### src/rtl/ks10_irfetch_pkg.sv
// KS10 instruction-register fetch controller: shared FSM encoding
// and default non-existent-memory timeout.
package ks10_irfetch_pkg;

  typedef enum logic [1:0] {
    IDLE = 2'd0,
    WAIT = 2'd1,
    LOAD = 2'd2
  } irfState_t;

  localparam int TIMEOUT_DEF = 127;

endpackage

### src/rtl/irf_timer.sv
// Fetch timeout counter; expire flags the WAIT cycle whose
// increment would reach TIMEOUT.
module irf_timer
  import ks10_irfetch_pkg::*;
#(
  parameter int TIMEOUT = TIMEOUT_DEF
) (
  input  logic clk,
  input  logic rst,
  input  logic clken,
  input  logic clr,
  input  logic inc,
  output logic expire
);

  localparam logic [7:0] LAST = 8'(TIMEOUT - 1);

  logic [7:0] count;

  always_ff @(posedge clk or posedge rst) begin
    if (rst) begin
      count <= '0;
    end else if (clken) begin
      if (clr) begin
        count <= '0;
      end else if (inc) begin
        count <= count + 8'd1;
      end
    end
  end

  assign expire = inc && (count == LAST);

endmodule

### src/rtl/ir_fetch_ctl.sv
// Instruction fetch sequencer: reads one word from memory into the
// IR bus, pulses the load strobes, and flags memory timeouts.
module ir_fetch_ctl
  import ks10_irfetch_pkg::*;
#(
  parameter int TIMEOUT = TIMEOUT_DEF
) (
  input  logic         clk,
  input  logic         rst,
  input  logic         clken,
  input  logic         fetchREQ,
  input  logic         abort,
  input  logic [18:35] pc,
  input  logic         memACK,
  input  logic [0:35]  memDATA,
  input  logic         nxmCLR,
  output logic         memREQ,
  output logic [18:35] memADDR,
  output logic [0:35]  irDATA,
  output logic         loadIR,
  output logic         loadXR,
  output logic         busy,
  output logic         done,
  output logic         nxmERR
);

  irfState_t state;
  irfState_t nextState;

  logic start;
  logic capture;
  logic tmoSet;
  logic inc;
  logic expire;

  // Abort suppresses counting so a cancelled fetch never times out.
  assign inc = (state == WAIT) && !memACK && !abort;

  irf_timer #(
    .TIMEOUT(TIMEOUT)
  ) uTimer (
    .clk   (clk),
    .rst   (rst),
    .clken (clken),
    .clr   (start),
    .inc   (inc),
    .expire(expire)
  );

  always_comb begin
    nextState = state;
    start     = 1'b0;
    capture   = 1'b0;
    tmoSet    = 1'b0;
    unique case (state)
      IDLE: begin
        if (fetchREQ && !abort) begin
          start     = 1'b1;
          nextState = WAIT;
        end
      end
      WAIT: begin
        if (abort) begin
          nextState = IDLE;
        end else if (memACK) begin
          capture   = 1'b1;
          nextState = LOAD;
        end else if (expire) begin
          tmoSet    = 1'b1;
          nextState = IDLE;
        end
      end
      LOAD:    nextState = IDLE;
      default: nextState = IDLE;
    endcase
  end

  always_ff @(posedge clk or posedge rst) begin
    if (rst) begin
      state <= IDLE;
    end else if (clken) begin
      state <= nextState;
    end
  end

  always_ff @(posedge clk or posedge rst) begin
    if (rst) begin
      memADDR <= '0;
      irDATA  <= '0;
      nxmERR  <= 1'b0;
    end else if (clken) begin
      if (start) begin
        memADDR <= pc;
      end
      if (capture) begin
        irDATA <= memDATA;
      end
      if (tmoSet) begin
        nxmERR <= 1'b1;
      end else if (start || nxmCLR) begin
        nxmERR <= 1'b0;
      end
    end
  end

  assign memREQ = (state == WAIT);
  assign loadIR = (state == LOAD);
  assign loadXR = (state == LOAD);
  assign done   = (state == LOAD);
  assign busy   = (state != IDLE);

endmodule

### config.mk
export PLATFORM = sky130hd
export DESIGN_NAME = ir_fetch_ctl
export DESIGN_NICKNAME = d
export VERILOG_FILES = /design/src/rtl/ks10_irfetch_pkg.sv /design/src/rtl/irf_timer.sv /design/src/rtl/ir_fetch_ctl.sv
export SDC_FILE = /design/constraint.sdc
export NUM_CORES = 1
export LEC_CHECK = 0
export ABC_AREA = 1
export CAP_MARGIN = 20
export CORE_ASPECT_RATIO = 0.5
export CORE_MARGIN = 1.5
export CORE_UTILIZATION = 40
export DETAILED_ROUTE_END_ITERATION = 7
export PLACE_DENSITY = 0.74
export SLEW_MARGIN = 20
export SYNTH_ARGS = -nofsm -noshare
export SYNTH_HDL_FRONTEND = slang
export SYNTH_SLANG_ARGS = --single-unit
### constraint.sdc
create_clock -name clk -period 3.2 [get_ports clk]
set_input_delay 0.32 -clock clk [delete_from_list [all_inputs] [get_ports clk]]
set_output_delay 0.32 -clock clk [all_outputs]
set_load 0.01 [all_outputs]
==> reports/qor.yml, run 1 <==
run_status:
  status: "finished clean"
worst_setup_path:
  timing.rr.start: "state[1]"
  path_buf_inv: 2
  start_kind: "flip-flop"
  r2r_slack_ps: 1670
  crit_chain: "inv_1 > nor2_1 > clkdlybuf4s50_1"
  crit_family: "buffers and inverters"
  cpMaxStageDelayCell: "clkdlybuf4s50_1"
  crit_path_end_kind: "primary output"
  max_stage_delay_ps: 590
  required_ps: 2880
  r2r_end: "uTimer.count[7]"
  cp.arrival_ps: 1590
  worst-setup-path-type: "reg -> out"
  worstRegToRegCells: 6
  path_max_fanout: 4
placed_design:
  place_inst: 524
  port_buffers: 120
  gp_congestion: 0.8311
  dp_hpwl_um: 4572
synth:
  synthXorXnorAreaFrac: 0.003214
  synthesis.nets: 383
  synth_fa_ha_area_frac: 0.009183
  synth_warnings: 0
  syn_area_um2: 2725
  synthCells: 320
  synth_compound_gate_area_share: 0.01194
  yosys.area_share.simple: 0.3324
  synth_seq_cells: 65
  muxShareOfSynthArea: 0
  synth.yosys.seq_area_share: 0.5969
  synthArstFlopShare: 1.000
  synth-main-ff-cell: "dfrtp_1"
  synth_area_per_cell_um2: 8.516
  synth_edf_count: 0
  synthDistinctLibCells: 23
  synth_top_family_by_area: "simple AND/OR/NAND/NOR gates"
timing:
  rsz0062_at_grt: "false"
  finalSetupTns_ps: 0
  fmax_ghz: 0.5244
  period_share: 0.5959
  whs_ps: 390.9
  final_max_slew_viol_count: 0
  fin_worst_skew_ps: 5.438
  setup_viol_count_final: 0
  hold_violations: 0
  tightest_slew_ps: 622.1
  relSlewSlack: 0.5846
  period_needed_ps: 1907
grt:
  grtUsageTotal: 0.1783
  grt_pass1_wl_um: 10030
  globalRoute.totalOverflow: 0
  grt_pass1_vias: 2150
  antenna_found_initial: 0
  grt_max_degree: 38
clocking:
  clock_sinks: 65
  post_cts_buffers: 0
  cts_tree: "built"
  postCtsHoldBufs: 0
  clock_latency_ps: 330
  htreeDepth: 3
  clockBufferDepth: 2
  cts_inserted_buffers: 9
  clockRootBuffer: "clkbuf_16"
  cts-resized-gates: 0
  clkSlewWorstSetupHoldPaths_ps: 50
final_layout:
  multi_input_area_um2: 972.2
  nets: 506
  antenna_cells: 0
  seq_area_um2: 1627
  final_core_util: 0.6452
  drive_above_1_share: 0.05357
  layout_common_cells: "193 x nand2_1, 120 x clkdlybuf4s50_1, 65 x dfrtp_1"
  synthToLayoutAreaGrowth_pct: 57.39
  instances_no_fill: 540
  final_common_cell: "nand2_1"
  fill_cells: 560
die:
  die_area_um2: 7347
  die_w_um: 119.7
  die-height_um: 61.37
  core_area_um2: 6648
  ios: 121
  start_util: 0.4099
  rows: 21
routing:
  drt_iter0_markers: 88
  first_pass_iters: 4
  drt_wl_total_um: 6373
  vias_per_cell: 4.433
  vias: 2394
  ant_nets: 0
  wl_per_cell_um: 11.80
  drc: 0
pwr:
  p_seq_frac: 0.392
  total_power_uw: 2887
  p_per_area_nw_per_um2: 673.2
  power_leakage_uw: 0.002150
  power_frac_comb: 0.279
  vdd_drop_max_mv: 0.4010
  switching_share: 0.2677
  p_int_uw: 2114
  clkPwrFrac: 0.329
  p_sw_uw: 773.1
min_path:
  min_path_type: "in -> async"
run:
  maxCapViolations: 0
## metrics by stage
step | worst slack [ps] | area (µm²)
after floorplan | 1254 | 2725
after global placement | 1411 | 3999
after detailed placement | 1382 | 3999
after CTS | 1288 | 4289
after global routing | 1188 | 4289
final | 1293 | 4289
## sequential cells by signal (all words and copies together) (netlist names)
name / count
irDATA: 36
uTimer.count: 8
memADDR: 18
nxmERR: 1
state: 2
## layer usage
layer | part of all wire | routed length, µm | GRT usage | vias to the layer above
met5 | 0 | 0 | 0 | -
met4 | 0.011 | 72 | 0.06633 | 0
met3 | 0.045 | 285 | 0.05833 | 9
met2 | 0.51 | 3268 | 0.3218 | 46
met1 | 0.43 | 2746 | 0.2075 | 1109
li1 | - | - | - | 1230
## power by group through the flow
stage	Combinational, µW	Sequential (µW)	Clock (µW)
global route	880	1160	1000
floorplan	204	1230	0
detailed placement	819	1140	0
CTS	820	1130	970
global placement	809	1140	0
finish	806	1130	949
## synth_stat cells (2+ instances only)
master    instances  area share
nand2_1         193        0.27
dfrtp_1          65        0.60
inv_1            10       0.014
nand3_1          10       0.018
nor2_1           10       0.014
buf_2             5      0.0092
buf_6             3       0.012
inv_2             3      0.0041
a21oi_1           2      0.0037
buf_4             2      0.0055
ha_1              2      0.0092
nand3b_1          2      0.0055
nand4_1           2      0.0046
o21ai_0           2      0.0037
## logic make-up after synthesis
| logic type | Yosys count |
|---|---|
| buffers and inverters | 24 |
| adder cells (fa/ha/maj) | 2 |
| AO/OA/AOI/OAI | 6 |
| XOR/XNOR | 1 |
| AND/OR/NAND/NOR | 222 |
| flip-flops | 65 |
## cell type report
| type | instances | area share |
|---|---|---|
| tap | 92 | 0.02684 |
| inverter | 13 | 0.01138 |
| clock inverter | 3 | 0.009335 |
| clock buffer | 13 | 0.05834 |
| sequential | 65 | 0.3792 |
| timing repair buffer | 123 | 0.2882 |
| multi-input combinational | 231 | 0.2267 |
## worst max-delay path by stage
stage	to	from	cells after the start	slack, ps
floorplan	irDATA[0]	rst	1	1250
global placement	irDATA[8]	clken	6	1410
detailed placement	uTimer.count[7]	fetchREQ	8	1380
CTS	loadXR	state[1]	3	1290
global route	loadIR	state[1]	3	1190
finish	loadXR	state[1]	3	1290
No activity file was read; power rests on OpenSTA's default activity.
==> run 2: changes to the inputs <==
Settings changed: CORE_UTILIZATION 40 to 38.
Clock period 3.2 ns to 1.6 ns, I/O delays scaled along.
==> reports/qor.yml, run 2 (synthesis gave the netlist of run 1 again) <==
placed_design:
  place_ws_ps: 18.89  # -1363 ps
  gp_congestion: 0.7468  # -10%
  dp_hpwl_um: 4842  # +5.9%
  port_buffers: 120  # unchanged
pwr:
  power_leakage_uw: 0.002215  # +3.0%
  clkPwrFrac: 0.354  # +0.025
  p_sw_uw: 1573  # +100%
  power_frac_comb: 0.268  # -0.011
  p_seq_frac: 0.378  # -0.014
  p_per_area_nw_per_um2: 1381  # +110%
  switching_share: 0.2602  # -0.007495
  vdd_drop_max_mv: 0.8718  # +120%
  p_int_uw: 4472  # +110%
routing:
  drt_wl_total_um: 6879  # +7.9%
  ant_nets: 0  # unchanged
  wl_per_cell_um: 12.60  # +6.8%
  drc: 0  # unchanged
  first_pass_iters: 4  # unchanged
  vias: 2431  # +1.5%
  drt_iter0_markers: 167  # +90%
  vias_per_cell: 4.452  # +0.43%
grt:
  grt_max_degree: 38  # unchanged
  antenna_found_initial: 0  # unchanged
  grtUsageTotal: 0.1926  # +0.01425
  globalRoute.totalOverflow: 0  # unchanged
  grt_pass1_wl_um: 11360  # +13%
  grt_pass1_vias: 2295  # +6.7%
clocking:
  cts_inserted_buffers: 9  # unchanged
  clockRootBuffer: "clkbuf_16"
  clock_latency_ps: 320  # about the same
  cts_tree: "built"
  clkSlewWorstSetupHoldPaths_ps: 50  # about the same
  htreeDepth: 3  # unchanged
  clock_sinks: 65  # unchanged
  clockBufferDepth: 2  # unchanged
worst_setup_path:
  r2r_slack_ps: 150  # -1520 ps
  start_kind: "flip-flop"
  path_max_fanout: 4  # unchanged
  worst-setup-path-type: "reg -> out"
  cp.arrival_ps: 1330  # -260 ps
  cpMaxStageDelayCell: "dfrtp_1"
  crit_family: "buffers and inverters"
  required_ps: 1440  # -1440 ps
  path_buf_inv: 2  # unchanged
  max_stage_delay_ps: 400  # -190 ps
  crit_chain: "buf_4 > nor2_4 > dlygate4sd2_1"
  crit_path_end_kind: "primary output"
die:
  start_util: 0.4004  # -0.009497
  die_area_um2: 7719  # +5.1%
  ios: 121  # unchanged
  rows: 21  # unchanged
  die_w_um: 122.8  # +2.5%
  die-height_um: 62.88  # +2.5%
  core_area_um2: 6805  # +2.4%
timing:
  period_needed_ps: 1488
  final_max_slew_viol_count: 0  # unchanged
  fin_worst_skew_ps: 4.409  # -1.029 ps
  worst_slack_ps: 111.7  # -1181 ps
  hold_violations: 0  # unchanged
  setup_viol_count_final: 0  # unchanged
  rsz0062_at_grt: "false"
  tightest_slew_ps: 404.9  # -217.3 ps
  relSlewSlack: 0.7301  # +0.1455
  fmax_ghz: 0.6719
  period_share: 0.9302
  finalSetupTns_ps: 0  # unchanged
final_layout:
  top_regs: "irDATA x36, memADDR x18, uTimer.count x8"
  nets: 513  # +1.4%
  drive_above_1_share: 0.07489  # +0.02132
  fill_cells: 587  # +4.8%
  final_core_util: 0.6433  # -0.001893
  largest_reg_flops: 36  # unchanged
  top_register: "irDATA"
  final_common_cell: "nand2_1"
  layout_common_cells: "193 x nand2_1, 115 x clkdlybuf4s50_1, 65 x dfrtp_1"
  antenna_cells: 0  # unchanged
  synthToLayoutAreaGrowth_pct: 60.65
run_status:
  status: "finished clean"
run:
  maxCapViolations: 0  # unchanged
min_path:
  min_path_type: "in -> async"
-- run 2: cell count changes in the layout (fill, tap and decap cells not counted), sizes merged --
cell	before	now
dlygate4sd2	0	5
clkinvlp	0	1
clkdlybuf4s50	120	115
bufinv	1	2
clkinv	2	0
inv	13	12
buf	3	10
-- run 2: power by group through the flow --
stage	Clock [µW]	Combinational (µW)	Sequential [µW]
after floorplan	0	408	2460
after global placement	0	1610	2290
after detailed placement	0	1650	2290
after CTS	2180	1650	2280
after global routing	2270	1760	2330
final	2140	1620	2290
-- run 2: through the flow --
stage,std cells,cell area (µm²),hold slack (ps),power [µW]
2_1_floorplan,320,2729,269.6,2866
3_3_place_gp,530,4035,453.5,3900
3_5_place_dp,530,4035,461.6,3936
4_1_cts,546,4372,244.3,6111
5_1_grt,546,4378,267.5,6369
6_report,546,4378,248.4,6045
-- run 2: cell type report --
class,count,area (µm²),area share
inverters,13,55.05,0.01258
clock inverters,2,60.06,0.01372
well taps,92,115.1,0.02629
clock buffers,13,270.3,0.06173
multi-input cells,231,977.2,0.2232
repair buffers,130,1274,0.2909
flip-flops and latches,65,1627,0.3715
-- run 2: metal layers --
layer	vias up	wire [µm]	track usage
li1	1232	-	-
met1	1153	2936	0.2371
met2	39	3634	0.3243
met3	7	230	0.06296
met4	0	78	0.05233
met5	-	0	0
-- run 2: final timing paths --
kind | to | cells after the start | startpoint
worst min-delay path | irDATA[5] | 3 | rst
min in group clk | memADDR[33] | 3 | pc[33]
worst min register to register | irDATA[6] | 2 | irDATA[6]
worst max-delay path | memREQ | 3 | state[1]
max in group asynchronous | uTimer.count[0] | 3 | rst
worst max register to register | irDATA[22] | 7 | state[1]
-- run 2: repair_timing --
action / in CTS / in global routing
hold buffers: 0 / 0
buffers inserted: 1 / 0
pin swaps: 1 / 0
resized for setup: 7 / 3
setup endpoints to repair: 5 / 33
-- run 2: tightest hold or removal path, delay by kind of cell --
family	cells	cell delay (ps)
buffers and inverters	3	770
==> run 3: changes to the inputs <==
Settings changed: CAP_MARGIN 20 to 10, GPL_ROUTABILITY_DRIVEN set to 0.
==> results of run 3 <==
Same layout as run 2: the final DEF is identical, and so are final timing and power.
